<file path="src/rtl/mem_arb_pkg.sv">
// Shared types and constants for the fetch/data memory port arbiter.
package mem_arb_pkg;

   typedef enum logic [1:0] {
      IDLE  = 2'd0,
      GNT_I = 2'd1,
      GNT_D = 2'd2
   } arb_state_e;

   // Wide enough for the largest legal TIMEOUT (65535)
   localparam int unsigned CNT_W = 16;

   function automatic int unsigned strb_width(input int unsigned data_w);
      return data_w / 8;
   endfunction

endpackage

</file>
<file path="src/rtl/mem_port_arbiter_if.sv">
// Requester and memory-side signals of the arbiter; slave = arbiter view, master = environment view.
interface mem_port_arbiter_if
   import mem_arb_pkg::*;
#(
   parameter int unsigned ADDR_W = 32,
   parameter int unsigned DATA_W = 32
);
   localparam int unsigned STRB_W = strb_width(DATA_W);

   logic              if_req;
   logic [ADDR_W-1:0] if_addr;
   logic [DATA_W-1:0] if_rdata;
   logic              if_ack;

   logic              d_req;
   logic              d_we;
   logic [ADDR_W-1:0] d_addr;
   logic [DATA_W-1:0] d_wdata;
   logic [STRB_W-1:0] d_wstrb;
   logic [DATA_W-1:0] d_rdata;
   logic              d_ack;

   logic              mem_valid;
   logic              mem_we;
   logic [ADDR_W-1:0] mem_addr;
   logic [DATA_W-1:0] mem_wdata;
   logic [STRB_W-1:0] mem_wstrb;
   logic [DATA_W-1:0] mem_rdata;
   logic              mem_ready;

   logic              stall_req;
   logic              err;

   modport slave (
      input  if_req, if_addr, d_req, d_we, d_addr, d_wdata, d_wstrb, mem_rdata, mem_ready,
      output if_rdata, if_ack, d_rdata, d_ack,
      output mem_valid, mem_we, mem_addr, mem_wdata, mem_wstrb, stall_req, err
   );

   modport master (
      output if_req, if_addr, d_req, d_we, d_addr, d_wdata, d_wstrb, mem_rdata, mem_ready,
      input  if_rdata, if_ack, d_rdata, d_ack,
      input  mem_valid, mem_we, mem_addr, mem_wdata, mem_wstrb, stall_req, err
   );

endinterface

</file>
<file path="src/rtl/mem_timeout_ctr.sv">
// Wait-cycle counter; expired_c flags the enabled cycle whose increment reaches TIMEOUT.
module mem_timeout_ctr
   import mem_arb_pkg::*;
#(
   parameter int unsigned TIMEOUT = 255
) (
   input  logic clk,
   input  logic rst,
   input  logic clear,
   input  logic enable,
   output logic expired_c
);

   logic [CNT_W-1:0] cnt_q;

   always_ff @(posedge clk or posedge rst) begin
      if (rst) begin
         cnt_q <= '0;
      end else if (clear) begin
         cnt_q <= '0;
      end else if (enable) begin
         cnt_q <= cnt_q + CNT_W'(1);
      end
   end

   assign expired_c = enable && (cnt_q == CNT_W'(TIMEOUT - 1));

endmodule

</file>
<file path="src/rtl/mem_port_arbiter.sv">
// Shares one memory port between instruction fetch and data access, with data-priority
// arbitration that yields to fetch after a data grant, plus a per-transaction timeout.
module mem_port_arbiter
   import mem_arb_pkg::*;
#(
   parameter int unsigned ADDR_W  = 32,
   parameter int unsigned DATA_W  = 32,
   parameter int unsigned TIMEOUT = 255
) (
   input  logic                 clk,
   input  logic                 rst,
   mem_port_arbiter_if.slave    bus
);

   localparam int unsigned STRB_W = strb_width(DATA_W);

   arb_state_e        state_q;
   logic              last_d_q;
   logic              mem_valid_q;
   logic              mem_we_q;
   logic [ADDR_W-1:0] mem_addr_q;
   logic [DATA_W-1:0] mem_wdata_q;
   logic [STRB_W-1:0] mem_wstrb_q;
   logic [DATA_W-1:0] if_rdata_q;
   logic [DATA_W-1:0] d_rdata_q;
   logic              if_ack_q;
   logic              d_ack_q;
   logic              err_q;

   logic i_pend_c, d_pend_c, gnt_c, wait_c, expired_c;

   // A requester being acked this cycle is still holding req; it must not re-win.
   assign i_pend_c = bus.if_req & ~if_ack_q;
   assign d_pend_c = bus.d_req  & ~d_ack_q;
   assign gnt_c    = (state_q != IDLE);
   assign wait_c   = gnt_c & ~bus.mem_ready;

   mem_timeout_ctr #(.TIMEOUT(TIMEOUT)) u_timeout (
      .clk       (clk),
      .rst       (rst),
      .clear     (~gnt_c),
      .enable    (wait_c),
      .expired_c (expired_c)
   );

   always_ff @(posedge clk or posedge rst) begin
      if (rst) begin
         state_q     <= IDLE;
         last_d_q    <= 1'b0;
         mem_valid_q <= 1'b0;
         mem_we_q    <= 1'b0;
         mem_addr_q  <= '0;
         mem_wdata_q <= '0;
         mem_wstrb_q <= '0;
         if_rdata_q  <= '0;
         d_rdata_q   <= '0;
         if_ack_q    <= 1'b0;
         d_ack_q     <= 1'b0;
         err_q       <= 1'b0;
      end else begin
         if_ack_q <= 1'b0;
         d_ack_q  <= 1'b0;
         err_q    <= 1'b0;
         case (state_q)
            IDLE: begin
               if (d_pend_c && (!i_pend_c || !last_d_q)) begin
                  state_q     <= GNT_D;
                  mem_valid_q <= 1'b1;
                  mem_we_q    <= bus.d_we;
                  mem_addr_q  <= bus.d_addr;
                  mem_wdata_q <= bus.d_wdata;
                  mem_wstrb_q <= bus.d_wstrb;
               end else if (i_pend_c) begin
                  state_q     <= GNT_I;
                  mem_valid_q <= 1'b1;
                  mem_we_q    <= 1'b0;
                  mem_addr_q  <= bus.if_addr;
                  mem_wdata_q <= '0;
                  mem_wstrb_q <= '0;
               end
            end
            GNT_I, GNT_D: begin
               // Completion by ready takes precedence over a timeout on the same edge
               if (bus.mem_ready || expired_c) begin
                  state_q     <= IDLE;
                  mem_valid_q <= 1'b0;
                  err_q       <= ~bus.mem_ready;
                  if (state_q == GNT_D) begin
                     d_ack_q   <= 1'b1;
                     last_d_q  <= 1'b1;
                     d_rdata_q <= (bus.mem_ready && !mem_we_q) ? bus.mem_rdata : '0;
                  end else begin
                     if_ack_q   <= 1'b1;
                     last_d_q   <= 1'b0;
                     if_rdata_q <= bus.mem_ready ? bus.mem_rdata : '0;
                  end
               end
            end
            default: state_q <= IDLE;
         endcase
      end
   end

   assign bus.mem_valid = mem_valid_q;
   assign bus.mem_we    = mem_we_q;
   assign bus.mem_addr  = mem_addr_q;
   assign bus.mem_wdata = mem_wdata_q;
   assign bus.mem_wstrb = mem_wstrb_q;
   assign bus.if_rdata  = if_rdata_q;
   assign bus.d_rdata   = d_rdata_q;
   assign bus.if_ack    = if_ack_q;
   assign bus.d_ack     = d_ack_q;
   assign bus.err       = err_q;
   assign bus.stall_req = (bus.if_req & ~if_ack_q) | (bus.d_req & ~d_ack_q);

endmodule

</file>
<file path="src/flat_wrapper.sv">
// flat-port wrapper written by rule: the top's interface ports become plain ports
module mem_port_arbiter_flat import mem_arb_pkg::*;
#(
   parameter int unsigned ADDR_W  = 32,
   parameter int unsigned DATA_W  = 32,
   parameter int unsigned TIMEOUT = 255
)
  (clk, rst, bus_if_req, bus_if_addr, bus_d_req, bus_d_we, bus_d_addr, bus_d_wdata, bus_d_wstrb, bus_mem_rdata, bus_mem_ready, bus_if_rdata, bus_if_ack, bus_d_rdata, bus_d_ack, bus_mem_valid, bus_mem_we, bus_mem_addr, bus_mem_wdata, bus_mem_wstrb, bus_stall_req, bus_err);
  mem_port_arbiter_if #(.ADDR_W(ADDR_W), .DATA_W(DATA_W)) bus_i ();
  input  logic clk;
  input  logic rst;
  input wire logic [$bits(bus_i.if_req)-1:0] bus_if_req;
  input wire logic [$bits(bus_i.if_addr)-1:0] bus_if_addr;
  input wire logic [$bits(bus_i.d_req)-1:0] bus_d_req;
  input wire logic [$bits(bus_i.d_we)-1:0] bus_d_we;
  input wire logic [$bits(bus_i.d_addr)-1:0] bus_d_addr;
  input wire logic [$bits(bus_i.d_wdata)-1:0] bus_d_wdata;
  input wire logic [$bits(bus_i.d_wstrb)-1:0] bus_d_wstrb;
  input wire logic [$bits(bus_i.mem_rdata)-1:0] bus_mem_rdata;
  input wire logic [$bits(bus_i.mem_ready)-1:0] bus_mem_ready;
  output wire logic [$bits(bus_i.if_rdata)-1:0] bus_if_rdata;
  output wire logic [$bits(bus_i.if_ack)-1:0] bus_if_ack;
  output wire logic [$bits(bus_i.d_rdata)-1:0] bus_d_rdata;
  output wire logic [$bits(bus_i.d_ack)-1:0] bus_d_ack;
  output wire logic [$bits(bus_i.mem_valid)-1:0] bus_mem_valid;
  output wire logic [$bits(bus_i.mem_we)-1:0] bus_mem_we;
  output wire logic [$bits(bus_i.mem_addr)-1:0] bus_mem_addr;
  output wire logic [$bits(bus_i.mem_wdata)-1:0] bus_mem_wdata;
  output wire logic [$bits(bus_i.mem_wstrb)-1:0] bus_mem_wstrb;
  output wire logic [$bits(bus_i.stall_req)-1:0] bus_stall_req;
  output wire logic [$bits(bus_i.err)-1:0] bus_err;
  assign bus_i.if_req = bus_if_req;
  assign bus_i.if_addr = bus_if_addr;
  assign bus_i.d_req = bus_d_req;
  assign bus_i.d_we = bus_d_we;
  assign bus_i.d_addr = bus_d_addr;
  assign bus_i.d_wdata = bus_d_wdata;
  assign bus_i.d_wstrb = bus_d_wstrb;
  assign bus_i.mem_rdata = bus_mem_rdata;
  assign bus_i.mem_ready = bus_mem_ready;
  assign bus_if_rdata = bus_i.if_rdata;
  assign bus_if_ack = bus_i.if_ack;
  assign bus_d_rdata = bus_i.d_rdata;
  assign bus_d_ack = bus_i.d_ack;
  assign bus_mem_valid = bus_i.mem_valid;
  assign bus_mem_we = bus_i.mem_we;
  assign bus_mem_addr = bus_i.mem_addr;
  assign bus_mem_wdata = bus_i.mem_wdata;
  assign bus_mem_wstrb = bus_i.mem_wstrb;
  assign bus_stall_req = bus_i.stall_req;
  assign bus_err = bus_i.err;
  mem_port_arbiter #(.ADDR_W(ADDR_W), .DATA_W(DATA_W), .TIMEOUT(TIMEOUT)) u_core (.clk(clk), .rst(rst), .bus(bus_i));
endmodule
</file>
<file path="config.mk">
export PLATFORM = sky130hd
export DESIGN_NAME = mem_port_arbiter_flat
export DESIGN_NICKNAME = d
export VERILOG_FILES = /design/src/rtl/mem_arb_pkg.sv /design/src/rtl/mem_port_arbiter_if.sv /design/src/rtl/mem_timeout_ctr.sv /design/src/rtl/mem_port_arbiter.sv /design/src/flat_wrapper.sv
export SDC_FILE = /design/constraint.sdc
export NUM_CORES = 1
export LEC_CHECK = 0
export CORE_MARGIN = 10
export CORE_UTILIZATION = 45
export DETAILED_ROUTE_END_ITERATION = 8
export HOLD_SLACK_MARGIN = 0.02
export PLACE_DENSITY = 0.85
export SETUP_SLACK_MARGIN = 0.1
export SLEW_MARGIN = 10
export SYNTH_ARGS = -nofsm -noshare
export SYNTH_HDL_FRONTEND = slang
export SYNTH_SLANG_ARGS = --single-unit
export TNS_END_PERCENT = 50
</file>
<file path="constraint.sdc">
create_clock -name clk -period 11.7 [get_ports clk]
set_clock_uncertainty 0.1 [all_clocks]
set_input_delay 1.755 -clock clk [delete_from_list [all_inputs] [get_ports clk]]
set_output_delay 1.755 -clock clk [all_outputs]
set_load 0.05 [all_outputs]
</file>
==> flow_metrics.env <==
export IMPL_irDropWorstVdd_v=0.000218
export IMPL_num_antenna_cells=0
export IMPL_synth_fp_nets=649
export IMPL_ys_warnings_count=0
export IMPL_relSlewSlack=0.146
export IMPL_via_per_inst=5.41
export IMPL_ys_seq_area_frac=0.623
export IMPL_worstPathRequired_ns=9.85
export IMPL_rrSetupSlack_ns=8.45
export IMPL_io_buffers=275
export IMPL_grt_max_degree=102
export IMPL_cts_root_buf="clkbuf_16"
export IMPL_critPathMaxFanout=6
export IMPL_clk_path_buf_depth=2
export IMPL_area_growth_pct=56.1
export IMPL_p_leak_uw=0.00432
export IMPL_start_kind="input pin"
export IMPL_drive_gt1_frac=0.0602
export IMPL_dr_first_iter_drc_count=246
export IMPL_drc=0
export IMPL_synthFlopType="dfrtp_1"
export IMPL_holdBufCountCts=0
export IMPL_start_util=0.455
export IMPL_netlist_area_um2=6270
export IMPL_rsz0062_at_grt="no"
export IMPL_r2r_start="u_core.u_timeout.cnt_q[0]"
export IMPL_num_vias=5196
export IMPL_place_area_um2=9150
export IMPL_final_setup_viol_count=0
export IMPL_ios=276
export IMPL_dieHeight_um=138
export IMPL_async_flop_share=1.00
export IMPL_synth_commonest_cells="dfrtp_1, a22o_1, nand2_1"
export IMPL_worstSetupPathType="input pin to output pin"
export IMPL_holdPathEnd="u_core.bus.mem_addr[15]"
export IMPL_synth_area_leader_cell="dfrtp_1"
export IMPL_die_x_um=138
export IMPL_clkTransAtPathRegs_ns=0.06
export IMPL_maxCapViolCount=0
export IMPL_status="finished, final reports clean"
export IMPL_place_inst=929
export IMPL_die_area_um2=19000
export IMPL_cp_end_kind="output pin"
export IMPL_synth_area_leaders="dfrtp_1, a22o_1, mux2i_1"
export IMPL_rows=43
export IMPL_yosysUniqueCellTypes=40
export IMPL_fin_cells=961
export IMPL_slew_viol_final=0
export IMPL_grt_pass1_vias=5727
export IMPL_min_delay_start="u_core.bus.mem_addr[15]"
export IMPL_wl_mm=20.2
export IMPL_power_density_nw_per_um2=335
export IMPL_cts_made_buffers=17
export IMPL_fmax_mhz=175
export IMPL_postRouteAntennaNets=0
export IMPL_hold_path_cell_count=2
export IMPL_post_cts_buffers=0
export IMPL_synth_edf_count=0
export IMPL_fin_crit_sh=0.489
export IMPL_worstPathArrival_ns=3.87
export IMPL_synth_seq_cells=156
export IMPL_grt_pass1_wl_mm=32.5
export IMPL_yosysTopAreaCellShare=0.623
export IMPL_dp_hpwl_mm=15.0
export IMPL_wl_met1_mm=7.97
export IMPL_setup_tns_ns=0
export IMPL_period_needed_ns=5.72
export IMPL_wl_met2_mm=9.88
export IMPL_r2r_end="u_core.bus.d_rdata[30]"
export IMPL_worst_r2r_cell_count=6
export IMPL_globalRouteOverflowTotal=0
export IMPL_design_area_um2=9780
export IMPL_hold_viol_final=0
export IMPL_route_met3_wl_mm=1.96
export IMPL_nNetsFinal=912
export IMPL_top_layer="met4"
export IMPL_grt_total_usage=0.209
export IMPL_netlist_instances=505
export IMPL_worstMarginPinSlew_ns=1.28
export IMPL_ctsResizeCount=0
export IMPL_hp_class="flop to flop"
export IMPL_worstSkewPairLatency_ns=0.41
export IMPL_wire_per_inst_um=21.0
export IMPL_syn_avg_cell_area_um2=12.4
export IMPL_clock_sinks=156
export IMPL_synth_most_common_cell="dfrtp_1"
export IMPL_first_pass_iters=5
export IMPL_gp_congestion=0.850
export IMPL_antenna_found_initial=0
export IMPL_core_area_um2=13800
export IMPL_cts_tree="yes"
export IMPL_h_tree_depth=4
==> where the power goes <==
| part | switching (uW) | internal (uW) |
|---|---|---|
| registers | 147 | 771 |
| clock network | 216 | 355 |
| logic | 1180 | 610 |
| total | 1540 | 1740 |
==> sequential cells by signal (all words and copies together), names as in the netlist, 2 cells and up <==
signal                  cells
u_core.bus.mem_wstrb        4
u_core.u_timeout.cnt_q     16
u_core.bus.if_rdata        32
u_core.bus.d_rdata         32
u_core.bus.mem_wdata       32
u_core.state_q              2
u_core.bus.mem_addr        32
==> critical path, cell delays in order <==
cell             delay, ns
clkdlybuf4s50_1       0.44
nor2b_1               0.52
nor2_1                0.19
inv_1                 0.10
clkdlybuf4s50_1       0.85
==> final cells by class <==
type	instances	area, um2
timing repair buffer	280	2790
clock inverter	11	155
sequential	156	3900
fill	945	3990
tap	180	225
multi-input combinational	302	2190
clock buffer	21	470
inverter	11	46.3
==> per-layer routing <==
metal / vias to the layer above / GRT usage
met1: 2540 / 0.239
met5: - / 0
met4: 0 / 0.0677
met3: 23 / 0.0873
li1: 2378 / -
met2: 255 / 0.347
==> per-stage QoR <==
| stage | utilization | hold WS [ns] | setup WS (ns) | power (uW) |
|---|---|---|---|---|
| 6_report | 0.710 | 0.379 | 5.98 | 3280 |
| 3_5_place_dp | 0.665 | 0.370 | 5.99 | 2720 |
| 5_1_grt | 0.710 | 0.399 | 5.89 | 3430 |
| 2_1_floorplan | - | 0.372 | 5.64 | 2060 |
| 3_3_place_gp | 0.665 | 0.362 | 6.03 | 2680 |
| 4_1_cts | 0.710 | 0.383 | 5.99 | 3310 |
==> kinds of logic (layout without fill, tap and decap cells) <==
family          after synthesis  in the layout  share of synthesized area
fa+ha+maj                     6              6                     0.0120
compound gates              161            161                      0.194
mux                          32             32                     0.0511
simple gates                 97             97                     0.0799
flops                       156            156                      0.623
xor+xnor                      6              6                    0.00838
buf+inv                      47            323                     0.0319
==> cells in the final DEF (no fill, tap or decap), drive strengths merged, types with 3 or more instances in the layout <==
| cell type | count |
|---|---|
| clkdlybuf4s50 | 275 |
| dfrtp | 156 |
| a22o | 101 |
| nand2 | 44 |
| o21ai | 42 |
| mux2i | 32 |
| clkbuf | 21 |
| inv | 14 |
| nor2 | 12 |
| a21oi | 10 |
| or3 | 8 |
| ha | 6 |
| buf | 5 |
| nand3 | 4 |
| xnor2 | 4 |
| clkinvlp | 4 |
| and2 | 4 |
| or4 | 3 |
| nor4 | 3 |
| nor3 | 3 |
| bufinv | 3 |
==> how the worst max path moves through the flow <==
stage / startpoint / slack (ns) / to
floorplan: rst / 5.64 / u_core.bus.d_ack
global placement: bus_if_req / 6.03 / bus_stall_req
detailed placement: bus_if_req / 5.99 / bus_stall_req
CTS: bus_if_req / 5.99 / bus_stall_req
global route: bus_if_req / 5.89 / bus_stall_req
finish: bus_if_req / 5.98 / bus_stall_req
Power figures use the tool's default switching activity.
